<file path="src/rtl/bcd_pkg.sv">
// Shared types and constants for the 3-digit BCD countdown timer.
// Holds the FSM state encoding and the BCD digit limits.
package bcd_pkg;

    localparam int          BCD_W   = 4;
    localparam logic [3:0]  BCD_MAX = 4'd9;

    typedef enum logic [1:0] {
        IDLE  = 2'd0,
        RUN   = 2'd1,
        PAUSE = 2'd2,
        DONE  = 2'd3
    } state_t;

    // True when every nibble of a 3-digit preset is a legal BCD digit.
    function automatic logic bcd_valid(input logic [3*BCD_W-1:0] v);
        return (v[11:8] <= BCD_MAX) && (v[7:4] <= BCD_MAX) && (v[3:0] <= BCD_MAX);
    endfunction

endpackage

</file>
<file path="src/rtl/bcd_digit_down.sv">
// One BCD down-counting digit; decrements when enabled and borrowed into,
// wrapping 0 -> 9 and passing the borrow to the next more significant digit.
module bcd_digit_down
    import bcd_pkg::*;
(
    input  logic             clk,
    input  logic             aclr,
    input  logic             load,
    input  logic [BCD_W-1:0] load_val,
    input  logic             dec_en,
    input  logic             borrow_in,
    output logic             borrow_out,
    output logic [BCD_W-1:0] value
);

    always_ff @(posedge clk or negedge aclr) begin
        if (!aclr) begin
            value <= '0;
        end else if (load) begin
            value <= load_val;
        end else if (dec_en && borrow_in) begin
            value <= (value == '0) ? BCD_MAX : value - 1'b1;
        end
    end

    // Borrow ripples only through digits sitting at zero.
    assign borrow_out = borrow_in && (value == '0);

endmodule

</file>
<file path="src/rtl/bcd_countdown_3_digits.sv">
// Three-digit BCD countdown timer with load/start/stop control and a
// DIV-cycle prescaler between decrements.
module bcd_countdown_3_digits
    import bcd_pkg::*;
#(
    parameter int DIV = 5000000
) (
    input  logic             clk,
    input  logic             aclr,
    input  logic             load,
    input  logic             start,
    input  logic             stop,
    input  logic [11:0]      preset,
    output logic [BCD_W-1:0] d2,
    output logic [BCD_W-1:0] d1,
    output logic [BCD_W-1:0] d0,
    output logic             busy,
    output logic             done,
    output logic             preset_err,
    output state_t           state_dbg
);

    localparam int            PW      = $clog2(DIV);
    localparam logic [PW-1:0] PRE_MAX = PW'(DIV - 1);

    state_t        state, state_nx;
    logic [PW-1:0] presc, presc_nx;
    logic          valid_load, stop_acc, start_acc, at_wrap, tick, last_tick;
    logic          b0, b1, all_zero;

    assign valid_load = load && bcd_valid(preset);
    // Any load request (even a rejected one) owns the control cycle.
    assign stop_acc   = !load && stop && (state == RUN);
    assign start_acc  = !load && start && (state == IDLE || state == PAUSE);
    assign at_wrap    = (presc == PRE_MAX);
    assign tick       = (state == RUN) && at_wrap && !valid_load && !stop_acc;
    assign last_tick  = tick && (d2 == '0) && (d1 == '0) && (d0 == 4'd1);

    bcd_digit_down u_d0 (
        .clk(clk), .aclr(aclr), .load(valid_load), .load_val(preset[3:0]),
        .dec_en(tick), .borrow_in(1'b1), .borrow_out(b0), .value(d0)
    );

    bcd_digit_down u_d1 (
        .clk(clk), .aclr(aclr), .load(valid_load), .load_val(preset[7:4]),
        .dec_en(tick), .borrow_in(b0), .borrow_out(b1), .value(d1)
    );

    // The hundreds borrow-out is set exactly when all three digits are zero.
    bcd_digit_down u_d2 (
        .clk(clk), .aclr(aclr), .load(valid_load), .load_val(preset[11:8]),
        .dec_en(tick), .borrow_in(b1), .borrow_out(all_zero), .value(d2)
    );

    always_comb begin
        state_nx = state;
        presc_nx = presc;
        if (valid_load) begin
            state_nx = IDLE;
            presc_nx = '0;
        end else begin
            case (state)
                RUN: begin
                    if (stop_acc) begin
                        state_nx = PAUSE;
                    end else if (at_wrap) begin
                        presc_nx = '0;
                        if (last_tick) state_nx = DONE;
                    end else begin
                        presc_nx = presc + 1'b1;
                    end
                end
                IDLE, PAUSE: begin
                    if (start_acc) begin
                        state_nx = all_zero ? DONE : RUN;
                        // Resuming from PAUSE keeps the partially elapsed period.
                        if (state == IDLE) presc_nx = '0;
                    end
                end
                default: ;
            endcase
        end
    end

    always_ff @(posedge clk or negedge aclr) begin
        if (!aclr) begin
            state      <= IDLE;
            presc      <= '0;
            busy       <= 1'b0;
            done       <= 1'b0;
            preset_err <= 1'b0;
        end else begin
            state      <= state_nx;
            presc      <= presc_nx;
            busy       <= (state_nx == RUN);
            done       <= (state_nx == DONE);
            preset_err <= load && !bcd_valid(preset);
        end
    end

    assign state_dbg = state;

endmodule

</file>
<file path="config.mk">
export PLATFORM = sky130hd
export DESIGN_NAME = bcd_countdown_3_digits
export DESIGN_NICKNAME = d
export VERILOG_FILES = /design/src/rtl/bcd_pkg.sv /design/src/rtl/bcd_digit_down.sv /design/src/rtl/bcd_countdown_3_digits.sv
export SDC_FILE = /design/constraint.sdc
export NUM_CORES = 1
export LEC_CHECK = 0
export ABC_AREA = 1
export ABC_CLOCK_PERIOD_IN_PS = 2600
export BUFFER_PORTS_ARGS = -buffer_cell sky130_fd_sc_hd__buf_2
export CAP_MARGIN = 0
export CORE_MARGIN = 1.5
export CORE_UTILIZATION = 55
export DETAILED_ROUTE_END_ITERATION = 8
export GPL_TIMING_DRIVEN = 0
export PLACE_DENSITY = 0.79
export SYNTH_ARGS = -nofsm -noshare
export SYNTH_HDL_FRONTEND = slang
export SYNTH_HIERARCHICAL = 1
export SYNTH_SLANG_ARGS = --single-unit
</file>
<file path="constraint.sdc">
create_clock -name clk -period 2.6 [get_ports clk]
set_input_delay 0.26 -clock clk [delete_from_list [all_inputs] [get_ports clk]]
set_output_delay 0.26 -clock clk [all_outputs]
set_load 0.05 [all_outputs]
</file>
Word level (Yosys, flattened, before mapping):

Index checks and enable logic that the tools add are counted.

* flip-flop bits (word level): 40
* input bits: 17
* word-level logic and storage cells: 79

* add/subtract/negate cells: 4
* $lt $le $gt $ge: 3
* eq/ne operators: 9
* mux-type cells: 22
* reductions and logical operators: 33

Operators by type and width (count)
* 23-bit two-way mux: 5
* 23-bit one-hot mux with 2 select lines: 1
* 4-bit two-way mux: 9
* 23-bit by 1-bit adder with 23-bit output, second input constant: 1
* 23-bit == test, second input constant: 1
* 1-bit logical AND: 18
* 4-bit <= comparator, second input constant: 3
* 4-bit logical NOT: 3
* 2-bit two-way mux: 6
* 4-bit by 1-bit subtractor with 4-bit output, second input constant: 3
* 3-bit inequality test, second input constant: 3
* 2-bit nonzero test: 3
* 2-bit by 1-bit == test with 1-bit output, second input constant: 2
* 2-bit == test, second input constant: 2
* 4-bit by 1-bit == test with 1-bit output, second input constant: 1
* 1-bit logical NOT: 4
* 2-bit one-hot mux with 2 select lines: 1
* 4-bit AND reduction: 1
* 3-bit nonzero test: 1
* 2-bit logical NOT: 1
* 2-bit OR reduction: 1
* 1-bit logical OR: 1

Depth between registers and ports, before layout:

Gate-level depths: netlist (run 1).

* depth in word-level cells: 16
* depth in mapped cells: 13
* gate-level depth less buffers: 11

By module:

Netlist (run 1), hierarchy kept.

By module, submodules not included
* bcd_countdown_3_digits: times used 1, cells each 308, area an instance 2042.0 µm²
* bcd_digit_down: times used 3, cells each 39, area an instance 257.7 µm²

Worst setup path before layout (run 1):

No wires, ideal clock.

* path kind: reg-to-reg
* start point: register state[0] (netlist: state_dbg[0])
* end point: register u_d1.value[0]
* setup time: 0.073 ns
* arrival: 1.913 ns
* data required time: 2.527 ns
* setup slack: 0.614 ns
* cell stages (with the launch flop): 10
* path buffers: 1
* period minus slack after synthesis: 1.986 ns
* cells stage by stage: dfrtp_1 buf_4 inv_2 nor2_2 nand2_1 nor4_1 nand2_1 o21ai_0 a21oi_1 nor2_1

* cells in the longest elaborated chain, start to end: 6
* elaborated cells between the ends (all ways): 8
* those cells by class: eq/ne: 1; reduce/logical: 7

RTL lines
* start, declared: RTL line bcd_countdown_3_digits.sv:26 `state_t state, state_nx;`
* start signal, assigned: RTL line bcd_countdown_3_digits.sv:93 `state <= state_nx;`
* 2-bit by 1-bit == test with 1-bit output (*): RTL line bcd_countdown_3_digits.sv:33, bcd_countdown_3_digits.sv:36
* 1-bit logical AND, on equally long branches: RTL line bcd_countdown_3_digits.sv:36, bcd_countdown_3_digits.sv:33
* 1-bit logical AND or 1-bit logical NOT (tied branches): RTL line bcd_countdown_3_digits.sv:36 `assign tick = (state == RUN) && at_wrap && !valid_load && !stop_acc;`
* 1-bit logical AND (*): RTL line bcd_countdown_3_digits.sv:36
* net tick: RTL line bcd_countdown_3_digits.sv:28 `logic valid_load, stop_acc, start_acc, at_wrap, tick, last_tick;`
* 1-bit logical AND (*): RTL line bcd_digit_down.sv:21 `end else if (dec_en && borrow_in) begin`
* 2-bit nonzero test (no source line) (*)
* end signal, assigned: RTL line bcd_digit_down.sv:20 `value <= load_val;`
* end signal, assigned: RTL line bcd_digit_down.sv:22 `value <= (value == '0) ? BCD_MAX : value - 1'b1;`
* end, declared: RTL line bcd_digit_down.sv:13 `output logic [BCD_W-1:0] value`

The timed path passes the listed nets; every way through them passes the cells marked *.
A chain may end at the register's enable or synchronous reset.

Worst setup path after layout (run 1):

* start point: register presc[0]
* end point: register u_d2.value[3]

* cells in the longest elaborated chain, start to end: 6

RTL lines
* start, declared: RTL line bcd_countdown_3_digits.sv:27 `logic [PW-1:0] presc, presc_nx;`
* start signal, assigned: RTL line bcd_countdown_3_digits.sv:94 `presc <= presc_nx;`
* 23-bit == test: RTL line bcd_countdown_3_digits.sv:35 `assign at_wrap = (presc == PRE_MAX);`
* 1-bit logical AND (3 in series): RTL line bcd_countdown_3_digits.sv:36
* net tick: RTL line bcd_countdown_3_digits.sv:28
* 1-bit logical AND: RTL line bcd_digit_down.sv:21
* 2-bit nonzero test (no source line)
* end signal, assigned: RTL line bcd_digit_down.sv:20
* end signal, assigned: RTL line bcd_digit_down.sv:22
* end, declared: RTL line bcd_digit_down.sv:13

The timed path passes the listed nets, and every way through them passes these cells.

==> results of run 1 <==
synth_stat cells (2+ instances only):
cell type | number | share of area [%]
o21ai_1 | 18 | 3.2
nor3_2 | 2 | 0.71
o21ai_0 | 12 | 2.1
nand3b_1 | 3 | 0.80
inv_1 | 40 | 5.3
inv_2 | 9 | 1.2
nand4_1 | 15 | 3.3
a21oi_1 | 7 | 1.2
dfrtp_1 | 40 | 36
nand2_2 | 7 | 1.6
nor3_1 | 6 | 1.1
nor2_4 | 4 | 1.6
o21a_1 | 3 | 0.80
nand3_1 | 38 | 6.8
nor2_1 | 76 | 10
xor2_1 | 4 | 1.2
o211ai_1 | 3 | 0.80
o21bai_1 | 2 | 0.53
nand2_1 | 113 | 15
o21ai_2 | 3 | 0.93
buf_2 | 5 | 0.89
nor2_2 | 2 | 0.44
power groups by stage:
stage / logic [mW] / clock network (mW) / registers (mW)
6_report: 1.03 / 0.433 / 0.859
5_1_grt: 1.12 / 0.463 / 0.880
4_1_cts: 1.03 / 0.442 / 0.857
3_5_place_dp: 1.03 / 0 / 0.868
3_3_place_gp: 1.01 / 0 / 0.865
2_1_floorplan: 0.473 / 0 / 1.16
cell type report:
cell class / instances / area (sq um)
buffer: 7 / 43.8
clock buffer: 8 / 90.1
fill: 461 / 1640
inverter: 49 / 184
multi-input combinational: 330 / 1610
sequential: 40 / 1000
tap: 67 / 83.8
timing repair buffer: 33 / 165
per-stage QoR:
step                      setup slack, ns  cell area (sq um)  power [mW]  instances  hold WS (ns)
final                               0.288               3170        2.32        534        0.0970
after floorplan                     0.614               2820        1.63        426       -0.0356
after global placement              0.102               3070        1.88        526         0.449
after CTS                          0.0487               3160        2.33        534         0.137
after detailed placement           0.0648               3070        1.89        526         0.449
after global routing               0.0613               3170        2.46        534         0.193
worst max-delay path by stage:
stage | startpoint | end | slack (ns)
after floorplan | state_dbg[0]$_DFF_PN0_ | u_d1/value[0]$_DFFE_PN0P_ | 0.61
after global placement | preset[1] | u_d2/value[3]$_DFFE_PN0P_ | 0.10
after detailed placement | presc[0]$_DFFE_PN0P_ | u_d2/value[1]$_DFFE_PN0P_ | 0.06
after CTS | presc[0]$_DFFE_PN0P_ | u_d2/value[3]$_DFFE_PN0P_ | 0.05
after global routing | presc[0]$_DFFE_PN0P_ | u_d0/value[0]$_DFFE_PN0P_ | 0.06
final | presc[0]$_DFFE_PN0P_ | u_d2/value[3]$_DFFE_PN0P_ | 0.29
layer usage:
layer | track usage [%] | vias up
li1 | - | 1452
met1 | 33.9 | 1344
met2 | 46.0 | 103
met3 | 2.98 | 22
met4 | 8.69 | 0
met5 | 0 | -
state kept, by name, summed over array words and instances (netlist names):
register    flops
preset_err      1
u_d2/value      4
presc          23
u_d1/value      4
u_d0/value      4
busy            1
done            1
state_dbg       2
kinds of logic (layout without fill, tap and decap cells):
| group | Yosys count | in the layout |
|---|---|---|
| AOI/OAI and AO/OA | 49 | 49 |
| xor gates and xnor gates | 5 | 5 |
| adders and majority gates | 1 | 1 |
| buffers and inverters | 56 | 97 |
| DFF | 40 | 40 |
| other | 1 | 2 |
| and+or+nand+nor | 273 | 273 |
==> key figures, run 1 <==
STA
  • Final TNS setup: 0 ns
  • Clock skew: 0.00484 ns
  • RSZ-0062 raised after global routing: false
  • Max Freq: 433 MHz
  • Final worst path period need: 2.31 ns
  • Worst-Margin Slew: 1.25 ns
  • Setup Viol. Count Final: 0
  • Part of the cycle the worst path needs: 88.9%
  • Final hold viol count: 0
  • Final slew viol count: 0
  • Relative slew slack: 16.3%

Yosys
  • Synth unique cells: 35
  • Post-synth EDFFs: 0
  • Register area share after synthesis: 35.6%
  • Synth Instances: 425
  • Post-synthesis compound-gate area fraction: 10.0%
  • Mapped Avg Cell Area: 6.62 sq um
  • Most used DFF post-synth: dfrtp_1
  • Simple-gate share of the synthesized area: 44.2%
  • Xor and xnor area share after synthesis: 1.56%
  • Yosys reg bits: 40
  • Ys async rst share: 100%
  • Area share of fa/ha/maj cells after synthesis: 0.444%
  • Post-synthesis mux area share: 0%
  • Mapped cell area: 0.00282 sq mm
  • Synth warnings: 6
  • Largest family of logic cells by synthesized area: simple AND/OR/NAND/NOR gates

Worst setup path
  • CP required: 2.83 ns
  • WS Path Type: reg -> reg
  • Buffers & Inverters on Critical Path: 1
  • CP Depth: 11
  • Critical path endpoint category: flip-flop
  • Reg-to-Reg End: u_d2/value[3]$_DFFE_PN0P_
  • Slowest cell on crit path: dfrtp_1
  • Crit path max-delay family: simple AND/OR/NAND/NOR gates
  • Critical R2R Launch: presc[0]$_DFFE_PN0P_
  • Startpoint types: flip-flop
  • Worst path max stage delay: 0.49 ns
  • CP cell instances: ha_1, nand3_4, nor2_4, nand2_1, nor4_4, nand2_1, nand2_2, o21ai_1, inv_1, nand2_1, nand2_1
  • Critical path's most frequent cell: nand2_1
  • Crit path DAT: 2.55 ns
  • R2R cell count: 11
  • R2R setup slack: 0.29 ns
  • Crit Path Max Fanout: 8

Clock network
  • CTS tree: yes
  • Later-pin clock latency in the skew report: 0.29 ns
  • PostCTS Resize Cnt: 0
  • CTS clock-pin slew for the worst setup and hold paths: 0.08 ns
  • Clock Path Buffers: 2
  • Setup Buffers After CTS: 0
  • Clock sink count: 40
  • Root Buffer Master: clkbuf_8
  • Cts hold-fix bufs: 0
  • TritonCTS Buffers: 5
  • H-tree depth: 2

Floorplan
  • Placeable Area: 0.00482 sq mm
  • Row count: 25
  • Die Y-Extent: 74.5 microns
  • Ports: 34
  • Initial core utilization: 58.4%
  • Die area: 0.00556 sq mm
  • Die Wd: 74.5 microns

Place
  • DP HPWL: 5.11 mm
  • GPL Wtd Cong: 0.941
  • PortBufs: 33

Finish
  • Final Util: 65.9%
  • Layout cells sized above 1: 16.9%
  • Most common cell after layout, fill and taps aside: nand2_1
  • Most frequent cells in the layout: nand2_1 (113), nor2_1 (76), inv_1 (40), dfrtp_1 (40)
  • Final-stage net count: 484
  • ANT cells: 0
  • Synth-to-layout area growth: 12.7%

Drt
  • Via count: 2921
  • Met3 wire len: 316 microns
  • Met2 routed WL: 3.35 mm
  • Max layer used: met4
  • Drt first pass iters: 5
  • Post-DR vias/cell: 5.47
  • Iter 0 DRT Violations: 233
  • Wl on met1: 3.01 mm
  • WL/cell: 12.8 microns
  • DRC errors left: 0
  • Final WL: 6.86 mm
  • Routed Antenna Nets: 0

Pwr
  • P_leak: 1.47 nW
  • Worst vdd ir: 0.510 mV
  • Switch share: 47.7%
  • Combinational Power Share: 44.3%
  • Sw power: 1.11 mW
  • Sequential power share: 37.0%
  • Clock power frac: 18.7%
  • P_int: 1.21 mW
  • Pwr per Cell Area: 731 mW/mm^2

Global routing
  • Initial antenna violation count: 0
  • Total track usage: 26.3%
  • Gr ovfl total: 0
  • Largest net degree at the start of global routing: 41
  • First-pass GRT wire length: 11.2 mm
  • Number of global-route vias before repair: 2498

Job
  • MaxCap Viol Count: 0

Min path
  • Worst min-delay path category: in -> async

Status
  • Outcome: finished clean
(Power assumes the default switching activity.)
==> inputs of run 2 (changes only) <==
--- a/config.mk
+++ b/config.mk
@@ -5,15 +5,15 @@
 export SDC_FILE = /design/constraint.sdc
 export NUM_CORES = 1
 export LEC_CHECK = 0
-export ABC_AREA = 1
-export ABC_CLOCK_PERIOD_IN_PS = 2600
+export ABC_AREA = 0
+export ABC_CLOCK_PERIOD_IN_PS = 2500
 export BUFFER_PORTS_ARGS = -buffer_cell sky130_fd_sc_hd__buf_2
 export CAP_MARGIN = 0
 export CORE_MARGIN = 1.5
 export CORE_UTILIZATION = 55
 export DETAILED_ROUTE_END_ITERATION = 8
 export GPL_TIMING_DRIVEN = 0
-export PLACE_DENSITY = 0.79
+export PLACE_DENSITY = 0.8
 export SYNTH_ARGS = -nofsm -noshare
 export SYNTH_HDL_FRONTEND = slang
 export SYNTH_HIERARCHICAL = 1
==> constraint.sdc (replaced) <==
create_clock -name clk -period 2.5 [get_ports clk]
set_input_delay 0.25 -clock clk [delete_from_list [all_inputs] [get_ports clk]]
set_output_delay 0.25 -clock clk [all_outputs]
set_load 0.05 [all_outputs]
==> key figures, run 2 <==
Status
  • Outcome: finished clean

Worst setup path
  • R2R cell count: 8
  • Crit path DAT: 2.70 ns
  • Buffers & Inverters on Critical Path: 0
  • Worst path max stage delay: 0.44 ns
  • R2R setup slack: 0.01 ns
  • CP required: 2.71 ns
  • CP Depth: 8
  • Critical Path Source: presc[0]$_DFFE_PN0P_
  • Critical path's most frequent cell: nand3b_1
  • Crit Path Max Fanout: 6
  • Worst Setup EP: u_d2/value[3]$_DFFE_PN0P_
  • Slowest cell on crit path: nor4_4
  • WS Path Type: reg -> reg
  • Crit path max-delay family: simple AND/OR/NAND/NOR gates
  • Critical R2R Launch: presc[0]$_DFFE_PN0P_
  • Startpoint types: flip-flop
  • CP cell instances: ha_2, and4_4, nand3b_1, nand3b_1, nor4_4, and4bb_2, or3b_1, a31oi_1
  • Critical path endpoint category: flip-flop
  • Reg-to-Reg End: u_d2/value[3]$_DFFE_PN0P_

Yosys
  • Ranking of synthesized cells by area: dfrtp_1 (40%), o21ai_0 (5.1%), a22o_1 (4.8%)
  • Synth area leader: dfrtp_1
  • Synth unique cells: 58
  • Synth warnings: 6
  • Most used DFF post-synth: dfrtp_1
  • Most frequent cell after synthesis: dfrtp_1
  • Ys async rst share: 100%
  • Synth Instances: 275
  • Mapped cell area: 0.00253 sq mm
  • Register area share after synthesis: 39.6%
  • Share of the synthesized area in the top cell type: 39.6%
  • Post-synth top cells: dfrtp_1 (40), nand2_1 (26), o21ai_0 (26)
  • Mapped Avg Cell Area: 9.20 sq um
  • Yosys reg bits: 40
  • Post-synth EDFFs: 0

Pwr
  • Worst vdd ir: 0.510 mV
  • P_leak: 1.31 nW
  • Pwr per Cell Area: 704 mW/mm^2

Clock network
  • CTS tree: yes
  • H-tree depth: 2
  • Later-pin clock latency in the skew report: 0.30 ns
  • Clock Path Buffers: 2
  • TritonCTS Buffers: 5
  • Clock sink count: 40
  • Root Buffer Master: clkbuf_8
  • CTS clock-pin slew for the worst setup and hold paths: 0.09 ns

Finish
  • Biggest register: presc
  • Final-stage net count: 349
  • ANT cells: 0
  • Fill cells: 332
  • Synth-to-layout area growth: 22.4%
  • Max FFs per register: 23
  • Fin cells: 384
  • Layout cells sized above 1: 27.4%
  • Most common cell after layout, fill and taps aside: dfrtp_1
  • Most frequent cells in the layout: dfrtp_1 (39), buf_2 (33), o21ai_0 (26), nand2_1 (26)

STA
  • Worst-Margin Slew: 0.900 ns
  • Relative slew slack: 40.0%
  • Part of the cycle the worst path needs: 99.5%
  • Hold_ws: 0.0659 ns
  • Final slew viol count: 0
  • Final hold viol count: 0
  • Clock skew: 0.0170 ns
  • Final worst path period need: 2.49 ns
  • RSZ-0062 raised after global routing: true
  • Setup Viol. Count Final: 0
  • Max Freq: 402 MHz

Drt
  • DRC errors left: 0
  • WL/cell: 16.5 microns
  • Routed Antenna Nets: 0
  • Via count: 2349
  • Drt first pass iters: 4
  • Iter 0 DRT Violations: 147
  • Post-DR vias/cell: 6.12
  • Final WL: 6.32 mm

Place
  • PortBufs: 32
  • GPL Wtd Cong: 0.866
  • Cells after DPL: 363
  • DP HPWL: 4.19 mm

Global routing
  • Gr ovfl total: 0
  • Largest net degree at the start of global routing: 41
  • Total track usage: 25.8%
  • First-pass GRT wire length: 10.4 mm
  • Initial antenna violation count: 0
  • Number of global-route vias before repair: 2235

Floorplan
  • Die Wd: 70.8 microns
  • Die area: 0.00501 sq mm
  • Initial core utilization: 57.7%
  • Row count: 24
  • Ports: 34
  • Placeable Area: 0.00438 sq mm
  • Die Y-Extent: 70.8 microns

Job
  • MaxCap Viol Count: 0

Min path
  • Worst min-delay path category: in -> async
-- run 2: cell types whose count changed in the layout (fill, tap and decap cells not counted), sizes merged, moves of 5 or more --
cell   previous run  this run
nand3            39         5
o31ai             0         5
nor4              1         9
nand2           121        28
nor2             82        17
nor2b             0         8
o41ai             0         5
buf              40        54
inv              49        11
a22o              0        14
nand4            16         6
-- run 2: power by group --
part,switching [mW],internal (mW)
combinational,0.456,0.243
sequential,0.124,0.728
clock,0.229,0.399
-- run 2: metal layers --
layer	global-route usage [%]	part of all wire [%]
met1	32.7	44
met2	45.0	51
met3	4.56	4.7
met4	7.76	1.0
met5	0	0
-- run 2: worst min path at each step --
| stage | start | end | slack, ns | depth (start not counted) |
|---|---|---|---|---|
| after floorplan | aclr | busy$_DFF_PN0_ | -0.05 | 0 |
| after global placement | aclr | u_d0/value[0]$_DFFE_PN0P_ | 0.43 | 1 |
| after detailed placement | aclr | u_d0/value[0]$_DFFE_PN0P_ | 0.43 | 1 |
| after CTS | aclr | u_d0/value[0]$_DFFE_PN0P_ | 0.10 | 1 |
| after global routing | aclr | u_d0/value[1]$_DFFE_PN0P_ | 0.15 | 1 |
| final | aclr | u_d0/value[0]$_DFFE_PN0P_ | 0.07 | 1 |
-- run 2: per-stage QoR --
step	util (%)	setup WS, ns	area (sq um)	setup TNS, ns	total power, mW
2_1_floorplan	-	0.0491	2570	0	1.30
3_3_place_gp	63.7	-0.587	2790	-6.51	1.46
3_5_place_dp	64.1	-0.347	2810	-1.89	1.48
4_1_cts	68.2	0.0210	2990	0	2.12
5_1_grt	70.6	-0.137	3100	-0.451	2.28
6_report	70.6	0.0117	3100	0	2.18
-- run 2: cells by family after synthesis --
family | count (synthesis) | synth area share, %
muxes | 3 | 1.19
buffers and inverters | 20 | 4.65
adders and majority gates | 1 | 0.495
and+or+nand+nor | 125 | 29.5
DFF | 40 | 39.6
AOI/OAI and AO/OA | 82 | 23.4
other | 1 | 0.148
xor gates and xnor gates | 3 | 1.04
-- run 2: repair_timing --
action,CTS,global route
setup endpoints to repair,12,6
resized for setup,4,7
setup buffers,2,11
hold buffers,0,0
pin swaps,1,9
-- run 2: area by class of cell --
type	count	area, sq um	share of cell area, %
buffer	9	76.3	2.47
clock buffer	6	72.6	2.34
clock inverter	2	60.1	1.94
inverter	11	41.3	1.33
multi-input combinational	218	1510	48.7
sequential	40	1000	32.4
tap	52	65.1	2.10
timing repair buffer	46	269	8.69
==> inputs of run 3 (changes only) <==
--- a/config.mk
+++ b/config.mk
@@ -10,10 +10,10 @@
 export BUFFER_PORTS_ARGS = -buffer_cell sky130_fd_sc_hd__buf_2
 export CAP_MARGIN = 0
 export CORE_MARGIN = 1.5
-export CORE_UTILIZATION = 55
+export CORE_UTILIZATION = 36
 export DETAILED_ROUTE_END_ITERATION = 8
 export GPL_TIMING_DRIVEN = 0
-export PLACE_DENSITY = 0.8
+export PLACE_DENSITY = 0.57
 export SYNTH_ARGS = -nofsm -noshare
 export SYNTH_HDL_FRONTEND = slang
 export SYNTH_HIERARCHICAL = 1
==> key figures, run 3 (synthesis results as in run 2) <==
STA
  • Max Freq: 423 MHz
  • Worst-Margin Slew: 0.944 ns
  • Final hold viol count: 0
  • Clock skew: 0.0103 ns
  • Final TNS setup: 0 ns
  • Final slew viol count: 0
  • RSZ-0062 raised after global routing: false
  • Setup Viol. Count Final: 0
  • Final worst path period need: 2.36 ns
  • Part of the cycle the worst path needs: 94.5%
  • Relative slew slack: 37.0%
  • Final WS setup: 0.137 ns

Worst setup path
  • Slowest cell on crit path: dfrtp_1
  • Crit Path Max Fanout: 7
  • CP required: 2.72 ns
  • Critical path's most frequent cell: nor4_4
  • WS Path Type: reg -> reg
  • R2R setup slack: 0.14 ns
  • Critical path endpoint category: flip-flop
  • Crit path max-delay family: simple AND/OR/NAND/NOR gates
  • Worst path max stage delay: 0.48 ns
  • Buffers & Inverters on Critical Path: 1
  • Startpoint types: flip-flop
  • CP cell instances: nor4_4, nand4_1, nor4_4, buf_4, and4bb_1, or3b_1, a31oi_1
  • Crit path DAT: 2.59 ns

Job
  • MaxCap Viol Count: 0

Pwr
  • Worst vdd ir: 0.329 mV
  • Pwr per Cell Area: 638 mW/mm^2
  • P_leak: 1.26 nW
  • Combinational Power Share: 33.1%
  • Clock power frac: 23.0%
  • P_int: 1.16 mW
  • Sw power: 0.797 mW
  • Sequential power share: 43.8%
  • Overall Power: 1.96 mW
  • Switch share: 40.6%

Global routing
  • First-pass GRT wire length: 10.9 mm
  • Initial antenna violation count: 0
  • Number of global-route vias before repair: 2261
  • Largest net degree at the start of global routing: 41
  • Most Crowded Layer GR: met2
  • Met3 Use GR: 2.95%
  • Total track usage: 18.1%
  • Gr ovfl total: 0
  • Met2 usage: 29.7%
  • Global Route met1 Usage: 24.4%

Finish
  • Layout cells sized above 1: 26.2%
  • Max FFs per register: 23
  • Biggest register: presc
  • Final-stage net count: 341
  • Most frequent cells in the layout: dfrtp_1 (37), buf_2 (33), o21ai_0 (26), nand2_1 (26), nor2_1 (16)
  • Most common cell after layout, fill and taps aside: dfrtp_1
  • ANT cells: 0
  • Synth-to-layout area growth: 21.6%

Clock network
  • H-tree depth: 2
  • TritonCTS Buffers: 5
  • Clock sink count: 40
  • Later-pin clock latency in the skew report: 0.30 ns
  • Root Buffer Master: clkbuf_8
  • Clock Path Buffers: 2
  • CTS tree: yes
  • CTS clock-pin slew for the worst setup and hold paths: 0.08 ns

Drt
  • Drt first pass iters: 4
  • WL/cell: 15.1 microns
  • Via count: 2308
  • Final WL: 6.34 mm
  • Iter 0 DRT Violations: 115
  • Post-DR vias/cell: 5.50
  • DRC errors left: 0
  • Routed Antenna Nets: 0

Place
  • DP Worst Slack: -0.409 ns
  • GPL Wtd Cong: 0.770
  • PortBufs: 32
  • DP HPWL: 4.43 mm

Status
  • Outcome: finished clean

Floorplan
  • Initial core utilization: 37.2%
  • Die Y-Extent: 86.8 microns
  • Ports: 34
  • Placeable Area: 0.00679 sq mm
  • Die area: 0.00754 sq mm
  • Die Wd: 86.8 microns
  • Row count: 30

Min path
  • Worst min-delay path category: in -> async
-- run 3: cell count changes in the layout (fill, tap and decap cells not counted), sizes merged --
cell / change
buf: -8
bufinv: -2
clkinv: +2
-- run 3: power by group through the flow --
stage	clock (mW)	sequential, mW	combinational (mW)
after floorplan	0	1.03	0.271
after global placement	0	0.852	0.620
after detailed placement	0	0.854	0.631
after CTS	0.471	0.847	0.641
after global routing	0.504	0.878	0.709
final	0.452	0.860	0.650
-- run 3: timing repair --
item	in CTS	in global routing
setup endpoints to repair	15	7
hold buffers	0	0
endpoints found under the hold margin	0	0
setup buffers	4	1
pin swaps	1	2
resized for setup	4	10
-- run 3: metrics by stage --
stage | utilization (%) | instance area [sq um] | hold WS [ns] | std cells
finish | 45.2 | 3070 | 0.0913 | 420
floorplan | - | 2570 | -0.0456 | 278
detailed placement | 42.2 | 2870 | 0.452 | 407
CTS | 44.5 | 3020 | 0.118 | 419
global route | 45.2 | 3070 | 0.162 | 420
global placement | 41.9 | 2850 | 0.455 | 406
-- run 3: layout make-up --
type	instances	area, sq um
flip-flops and latches	40	1000
plain buffers	9	76.3
inverters	11	41.3
repair buffers	38	209
clock inverters	2	10.0
well taps	96	120
multi-input cells	218	1530
clock buffers	6	82.6
fillers	688	3720
-- run 3: worst register-to-register path, cell delays in order, from the launching register on --
cell and delay, ns:
dfrtp_1 0.48, nor4_4 0.34, nand4_1 0.21, nor4_4 0.30, buf_4 0.18, and4bb_1 0.27, or3b_1 0.36, a31oi_1 0.16
-- run 3: worst paths after layout --
check                                          start  cells past startpoint                   endpoint
max in group asynchronous                       aclr                      1       presc[0]$_DFFE_PN0P_
worst max-delay path            presc[7]$_DFFE_PN0P_                      7  u_d1/value[3]$_DFFE_PN0P_
worst max register to register  presc[7]$_DFFE_PN0P_                      7  u_d1/value[3]$_DFFE_PN0P_
worst min-delay path                            aclr                      1  u_d0/value[3]$_DFFE_PN0P_
worst min register to register  presc[4]$_DFFE_PN0P_                      1       presc[4]$_DFFE_PN0P_
min in group clk                           preset[0]                      3  u_d0/value[0]$_DFFE_PN0P_
-- run 3: per-layer routing --
metal,up-vias,wire length [microns]
met3,8,233
li1,1126,-
met5,-,0
met2,50,3000
met1,1124,3040
met4,0,69
